===== src/rtl/aes_pkg.sv =====
// Shared types and constants for the AES stream sequencer and its output register.
package aes_pkg;
  localparam int BLK_W = 128;
  localparam int KEY_W = 256;

  localparam logic [1:0] AES_128 = 2'd0;
  localparam logic [1:0] AES_192 = 2'd1;
  localparam logic [1:0] AES_256 = 2'd2;

  typedef enum logic [1:0] {
    ST_IDLE,
    ST_LOAD,
    ST_RUN,
    ST_HOLD
  } state_e;
endpackage


===== src/rtl/aes_cbc_sequencer_if.sv =====
// Input and output block streams of the AES sequencer (valid/ready on both sides).
interface aes_cbc_sequencer_if;
  import aes_pkg::*;

  logic             in_valid_i;
  logic             in_ready_o;
  logic [BLK_W-1:0] in_data_i;
  logic             out_valid_o;
  logic             out_ready_i;
  logic [BLK_W-1:0] out_data_o;

  modport slave (
    input  in_valid_i, in_data_i, out_ready_i,
    output in_ready_o, out_valid_o, out_data_o
  );

  modport master (
    output in_valid_i, in_data_i, out_ready_i,
    input  in_ready_o, out_valid_o, out_data_o
  );
endinterface


===== src/rtl/aes_out_reg.sv =====
// One-entry output register; data is held stable until the downstream takes it.
module aes_out_reg
  import aes_pkg::*;
(
  input  logic             clk,
  input  logic             rst,
  input  logic             wr_en,
  input  logic [BLK_W-1:0] wr_data,
  output logic             free,
  output logic             valid,
  output logic [BLK_W-1:0] data,
  input  logic             ready
);

  // A same-cycle drain frees the slot, so a write may land on the draining edge.
  assign free = !valid || ready;

  always_ff @(posedge clk or posedge rst) begin
    if (rst) begin
      valid <= 1'b0;
      data  <= '0;
    end else if (wr_en) begin
      valid <= 1'b1;
      data  <= wr_data;
    end else if (ready) begin
      valid <= 1'b0;
    end
  end

endmodule


===== src/rtl/aes_cbc_sequencer.sv =====
// Stream front end for an iterative AES core: one block in flight, ECB/CBC chaining
// for encrypt and decrypt, timeout abort while waiting on the core.
module aes_cbc_sequencer
  import aes_pkg::*;
#(
  parameter int TIMEOUT_CYC = 64
) (
  input  logic             clk,
  input  logic             rst,
  aes_cbc_sequencer_if.slave s,
  input  logic [KEY_W-1:0] key_i,
  input  logic [1:0]       size_i,
  input  logic             dec_i,
  input  logic             cbc_i,
  input  logic [BLK_W-1:0] iv_i,
  input  logic             iv_load_i,
  output logic             core_load_o,
  output logic [KEY_W-1:0] core_key_o,
  output logic [BLK_W-1:0] core_data_o,
  output logic [1:0]       core_size_o,
  output logic             core_dec_o,
  input  logic [BLK_W-1:0] core_data_i,
  input  logic             core_busy_i,
  output logic             err_o,
  output logic             busy_o
);

  localparam int CNT_W = $clog2(TIMEOUT_CYC + 1);

  state_e           state, state_d;
  logic [BLK_W-1:0] pend, chain, result;
  logic [KEY_W-1:0] key_q;
  logic [1:0]       size_q;
  logic             dec_q, cbc_q;
  logic [CNT_W-1:0] tcnt;
  logic             err_q;
  logic             accept, capture, abort, out_free;

  assign accept = (state == ST_IDLE) && s.in_valid_i;

  always_comb begin
    state_d = state;
    capture = 1'b0;
    abort   = 1'b0;
    case (state)
      ST_IDLE: if (s.in_valid_i) state_d = ST_LOAD;
      ST_LOAD: state_d = ST_RUN;
      ST_RUN: begin
        if (!core_busy_i) begin
          if (out_free) begin
            capture = 1'b1;
            state_d = ST_IDLE;
          end else begin
            state_d = ST_HOLD;
          end
        end else if (tcnt == CNT_W'(TIMEOUT_CYC - 1)) begin
          abort   = 1'b1;
          state_d = ST_IDLE;
        end
      end
      ST_HOLD: begin
        if (out_free) begin
          capture = 1'b1;
          state_d = ST_IDLE;
        end
      end
      default: state_d = ST_IDLE;
    endcase
  end

  always_ff @(posedge clk or posedge rst) begin
    if (rst) state <= ST_IDLE;
    else     state <= state_d;
  end

  // Config and pend are frozen from accept until the next accept, so the core pins
  // and core_data_o stay constant from LOAD through capture.
  always_ff @(posedge clk or posedge rst) begin
    if (rst) begin
      pend   <= '0;
      chain  <= '0;
      key_q  <= '0;
      size_q <= '0;
      dec_q  <= 1'b0;
      cbc_q  <= 1'b0;
      tcnt   <= '0;
      err_q  <= 1'b0;
    end else begin
      if (accept) begin
        pend   <= s.in_data_i;
        key_q  <= key_i;
        size_q <= size_i;
        dec_q  <= dec_i;
        cbc_q  <= cbc_i;
      end else if ((state == ST_IDLE) && iv_load_i) begin
        chain <= iv_i;
        err_q <= 1'b0;
      end
      if (state == ST_LOAD)     tcnt <= '0;
      else if (state == ST_RUN) tcnt <= tcnt + 1'b1;
      if (abort) err_q <= 1'b1;
      if (capture && cbc_q) chain <= dec_q ? pend : core_data_i;
    end
  end

  assign result      = (cbc_q && dec_q) ? (core_data_i ^ chain) : core_data_i;
  assign core_data_o = (cbc_q && !dec_q) ? (pend ^ chain) : pend;
  assign core_load_o = (state == ST_LOAD);
  assign core_key_o  = key_q;
  assign core_size_o = size_q;
  assign core_dec_o  = dec_q;
  assign s.in_ready_o = (state == ST_IDLE);
  assign busy_o      = (state != ST_IDLE);
  assign err_o       = err_q;

  aes_out_reg u_out_reg (
    .clk     (clk),
    .rst     (rst),
    .wr_en   (capture),
    .wr_data (result),
    .free    (out_free),
    .valid   (s.out_valid_o),
    .data    (s.out_data_o),
    .ready   (s.out_ready_i)
  );

endmodule


===== src/flat_wrapper.sv =====
// flat-port wrapper written by rule: the top's interface ports become plain ports
module aes_cbc_sequencer_flat import aes_pkg::*;
#(
  parameter int TIMEOUT_CYC = 64
)
  (clk, rst, key_i, size_i, dec_i, cbc_i, iv_i, iv_load_i, core_load_o, core_key_o, core_data_o, core_size_o, core_dec_o, core_data_i, core_busy_i, err_o, busy_o, s_in_valid_i, s_in_data_i, s_out_ready_i, s_in_ready_o, s_out_valid_o, s_out_data_o);
  aes_cbc_sequencer_if s_i ();
  input  logic clk;
  input  logic rst;
  input  logic [KEY_W-1:0] key_i;
  input  logic [1:0] size_i;
  input  logic dec_i;
  input  logic cbc_i;
  input  logic [BLK_W-1:0] iv_i;
  input  logic iv_load_i;
  output logic core_load_o;
  output logic [KEY_W-1:0] core_key_o;
  output logic [BLK_W-1:0] core_data_o;
  output logic [1:0] core_size_o;
  output logic core_dec_o;
  input  logic [BLK_W-1:0] core_data_i;
  input  logic core_busy_i;
  output logic err_o;
  output logic busy_o;
  input wire logic [$bits(s_i.in_valid_i)-1:0] s_in_valid_i;
  input wire logic [$bits(s_i.in_data_i)-1:0] s_in_data_i;
  input wire logic [$bits(s_i.out_ready_i)-1:0] s_out_ready_i;
  output wire logic [$bits(s_i.in_ready_o)-1:0] s_in_ready_o;
  output wire logic [$bits(s_i.out_valid_o)-1:0] s_out_valid_o;
  output wire logic [$bits(s_i.out_data_o)-1:0] s_out_data_o;
  assign s_i.in_valid_i = s_in_valid_i;
  assign s_i.in_data_i = s_in_data_i;
  assign s_i.out_ready_i = s_out_ready_i;
  assign s_in_ready_o = s_i.in_ready_o;
  assign s_out_valid_o = s_i.out_valid_o;
  assign s_out_data_o = s_i.out_data_o;
  aes_cbc_sequencer #(.TIMEOUT_CYC(TIMEOUT_CYC)) u_core (.clk(clk), .rst(rst), .s(s_i), .key_i(key_i), .size_i(size_i), .dec_i(dec_i), .cbc_i(cbc_i), .iv_i(iv_i), .iv_load_i(iv_load_i), .core_load_o(core_load_o), .core_key_o(core_key_o), .core_data_o(core_data_o), .core_size_o(core_size_o), .core_dec_o(core_dec_o), .core_data_i(core_data_i), .core_busy_i(core_busy_i), .err_o(err_o), .busy_o(busy_o));
endmodule

===== config.mk =====
export PLATFORM = sky130hd
export DESIGN_NAME = aes_cbc_sequencer_flat
export DESIGN_NICKNAME = d
export VERILOG_FILES = /design/src/rtl/aes_pkg.sv /design/src/rtl/aes_cbc_sequencer_if.sv /design/src/rtl/aes_out_reg.sv /design/src/rtl/aes_cbc_sequencer.sv /design/src/flat_wrapper.sv
export SDC_FILE = /design/constraint.sdc
export NUM_CORES = 2
export LEC_CHECK = 0
export ABC_AREA = 1
export BUFFER_PORTS_ARGS = -buffer_cell sky130_fd_sc_hd__buf_2
export CAP_MARGIN = 20
export CORE_AREA = 2 2 449 451
export CTS_CLUSTER_DIAMETER = 50
export DETAILED_ROUTE_END_ITERATION = 6
export DIE_AREA = 0 0 451 453
export PLACE_DENSITY = 0.39
export SYNTH_ARGS = -nofsm -noshare
export SYNTH_HDL_FRONTEND = slang
export SYNTH_HIERARCHICAL = 1
export SYNTH_SLANG_ARGS = --single-unit

===== constraint.sdc =====
create_clock -name clk -period 38 [get_ports clk]
set_input_delay 1.9 -clock clk [delete_from_list [all_inputs] [get_ports clk]]
set_output_delay 1.9 -clock clk [all_outputs]
set_load 0.01 [all_outputs]

==> results.json <==
{
  "vdd_drop_max_uv": 51.3,
  "final.setup.worst_slack_ps": 32230,
  "maxCapViolCount": 0,
  "synth.area.top_cells": "dfrtp_1 (51%), mux2_2 (11%), nand2_1 (8.6%)",
  "post-place-ws_ps": 32120,
  "synth.avg_cell_area_sq_um": 9.13,
  "ant_nets": 0,
  "yosysTopAreaCellShare_pct": 51.3,
  "cp_cell_sequence": "buf_4, buf_12, nand3_1, xnor2_1, buf_2",
  "grtUsageTotal_pct": 14.4,
  "pin_count": 1170,
  "critPathRequiredTime_ps": 36100,
  "portBuffers": 1169,
  "seq_area_frac_synth_pct": 51.3,
  "power.total_mw": 4.21,
  "gp_congestion": 0.851,
  "nets": 5256,
  "firstDrtPassIters": 5,
  "initial_utilization_pct": 16.0,
  "num_rows": 164,
  "grt_first_pass_wirelength_um": 213000,
  "finalHoldViolations": 0,
  "p_leak_nw": 22.3,
  "drive_gt1_share_pct": 36.9,
  "yosysTopAreaCell": "dfrtp_1",
  "wl_per_cell_um": 20.7,
  "setup_viol": 0,
  "cts.repair.resized": 0,
  "die_x_um": 451,
  "clk_pin_slew_ps": 50,
  "fin_cells": 7390,
  "rsz0062_at_grt": "false",
  "crit_path_start_kind": "register",
  "hold_slack_ps": 461,
  "yosys_register_bits": 655,
  "finalWirelength_um": 153000,
  "setup_tns_ps": 0,
  "cp_top_family": "buffers and inverters",
  "vias_per_cell": 3.81,
  "fin_area_sq_um": 44500,
  "crit_path_max_fanout": 122,
  "drc": 0,
  "area_delta_synth_final_pct": 39.5,
  "min_period_over_period_pct": 15.2,
  "yosys_warnings": 6,
  "clock_skew_ps": 60.5,
  "status": "completed",
  "synth_commonest_cells": "nand2_1 (729), dfrtp_1 (655), inv_1 (352)",
  "placed_area_sq_um": 40300,
  "drt_iter0_drc": 1501,
  "crit_arrival_ps": 3870,
  "worstPathBufferInverterCount": 3,
  "post_cts_buffers": 0,
  "slew_headroom_pct": 21.8,
  "fillers": 22100,
  "async_reset_ff_share_pct": 100,
  "htree_num_levels": 3,
  "coreArea_sq_um": 199000,
  "clockBufferDepth": 3,
  "grt_overflow": 0,
  "dieArea_sq_um": 204000,
  "numPlacedInstances": 7136,
  "cts_buffers": 118,
  "holdBufCountCts": 0,
  "antenna_found_initial": 55,
  "synthCells": 3498,
  "hpwl_um": 114000,
  "ys.flop_type": "dfrtp_1",
  "endpoint_kind": "output port",
  "synth_most_common_cell": "nand2_1",
  "first_global_vias": 28600,
  "cp_slowest_cell": "dfrtp_4",
  "synth_edf_count": 0,
  "fin_util_pct": 22.4,
  "min_path_type": "reg -> reg",
  "p_per_area_nw_per_um2": 94.6,
  "synth_cell_types": 23,
  "cts_num_sinks": 655,
  "slew_violations": 0,
  "synth_area_sq_um": 31900,
  "cts_root_buffer": "clkbuf_16",
  "grt_max_degree": 150,
  "cp_slowest_stage_delay_ps": 730,
  "synth_nets": 4154,
  "die_h_um": 453,
  "period_needed_ps": 5770,
  "cts_tree": "yes",
  "fmax_ghz": 0.173,
  "vias": 28100,
  "clk_latency_ps": 750,
  "path_class": "reg -> out",
  "worst_pin_slew_ps": 1170
}
-- worst paths after layout --
path,to,start,slack (ps),cells after the start
worst max-delay path,core_data_o[98],u_core/cbc_q$_DFFE_PP0P_,32230,5
worst min-delay path,u_core/u_out_reg/data[35]$_DFFE_PP0P_,u_core/u_out_reg/data[35]$_DFFE_PP0P_,460,2
worst max register to register,u_core/cbc_q$_DFFE_PP0P_,u_core/state[0]$_DFFE_PP0P_,33440,7
worst min register to register,u_core/u_out_reg/data[35]$_DFFE_PP0P_,u_core/u_out_reg/data[35]$_DFFE_PP0P_,460,2
max in group asynchronous,u_core/core_key_o[43]$_DFFE_PP0P_,rst,33900,5
min in group asynchronous,u_core/u_out_reg/data[41]$_DFFE_PP0P_,rst,1190,2
-- kinds of logic (layout without fill, tap and decap cells) --
logic type	Yosys count	in the layout	share of synthesized area, %
compound gates	406	406	6.37
xor+xnor	256	256	7.02
fa+ha+maj	6	6	0.235
buf+inv	577	1781	7.99
flops	655	655	51.3
mux	306	306	10.8
other cells	0	32	0
simple gates	1292	1292	16.3
-- report_power, final --
part	internal (mW)	switching [mW]	total, mW
Sequential	1.05	0.230	1.28
Clock	0.708	0.418	1.13
Combinational	0.681	1.12	1.80
Total	2.44	1.77	4.21
-- tightest hold or removal path: cells and delay by family (launching register included) --
family | cells | cell delay [ps]
flops | 1 | 330
simple gates | 2 | 90
-- layer usage --
metal / GRT usage, % / wire, um / up-vias / part of all wire, %
met1: 16.0 / 58300 / 13600 / 38
met3: 4.12 / 9640 / 276 / 6.3
met2: 25.4 / 78400 / 922 / 51
li1: - / - / 13400 / -
met5: 0 / 55 / - / 0.036
met4: 6.83 / 6700 / 8 / 4.4
-- placed cells by master (no fill, tap or decap) --
cell type and count:
a21oi_1 86, a31oi_1 1, buf_12 4, buf_2 1169, buf_4 31, bufinv_16 15
clkbuf_1 9, clkbuf_16 120, clkbuf_8 13, clkinv_16 2, clkinv_2 26, clkinv_4 11
clkinv_8 1, clkinvlp_4 15, dfrtp_1 653, dfrtp_4 2, diode_2 32, ha_1 6
inv_1 350, inv_16 2, inv_6 12, inv_8 1, mux2_2 306, nand2_1 728
nand2_4 2, nand2_8 1, nand3_1 269, nand3b_1 1, nor2_1 291, o21ai_0 304
o21ai_1 14, o22ai_1 1, xnor2_1 49, xor2_1 207
-- flip-flops by register name, summed over array words and instances, names as in the netlist --
signal                  count
u_core/cbc_q                1
u_core/pend               128
u_core/core_key_o         256
u_core/u_out_reg/data     128
u_core/state                2
u_core/u_out_reg/valid      1
u_core/core_size_o          2
u_core/err_o                1
u_core/core_dec_o           1
u_core/tcnt                 7
u_core/chain              128
-- cell type report --
type / instances / area, sq um / area share (%)
Inverter: 355 / 1360 / 3.05
Timing Repair Buffer: 1204 / 6160 / 13.8
Sequential cell: 655 / 16400 / 36.8
Tap cell: 2656 / 3320 / 7.46
Clock inverter: 80 / 976 / 2.19
Multi-Input combinational cell: 2266 / 13000 / 29.2
Antenna cell: 32 / 80.1 / 0.180
Clock buffer: 142 / 3220 / 7.22
No activity file was read; power rests on OpenSTA's default activity.
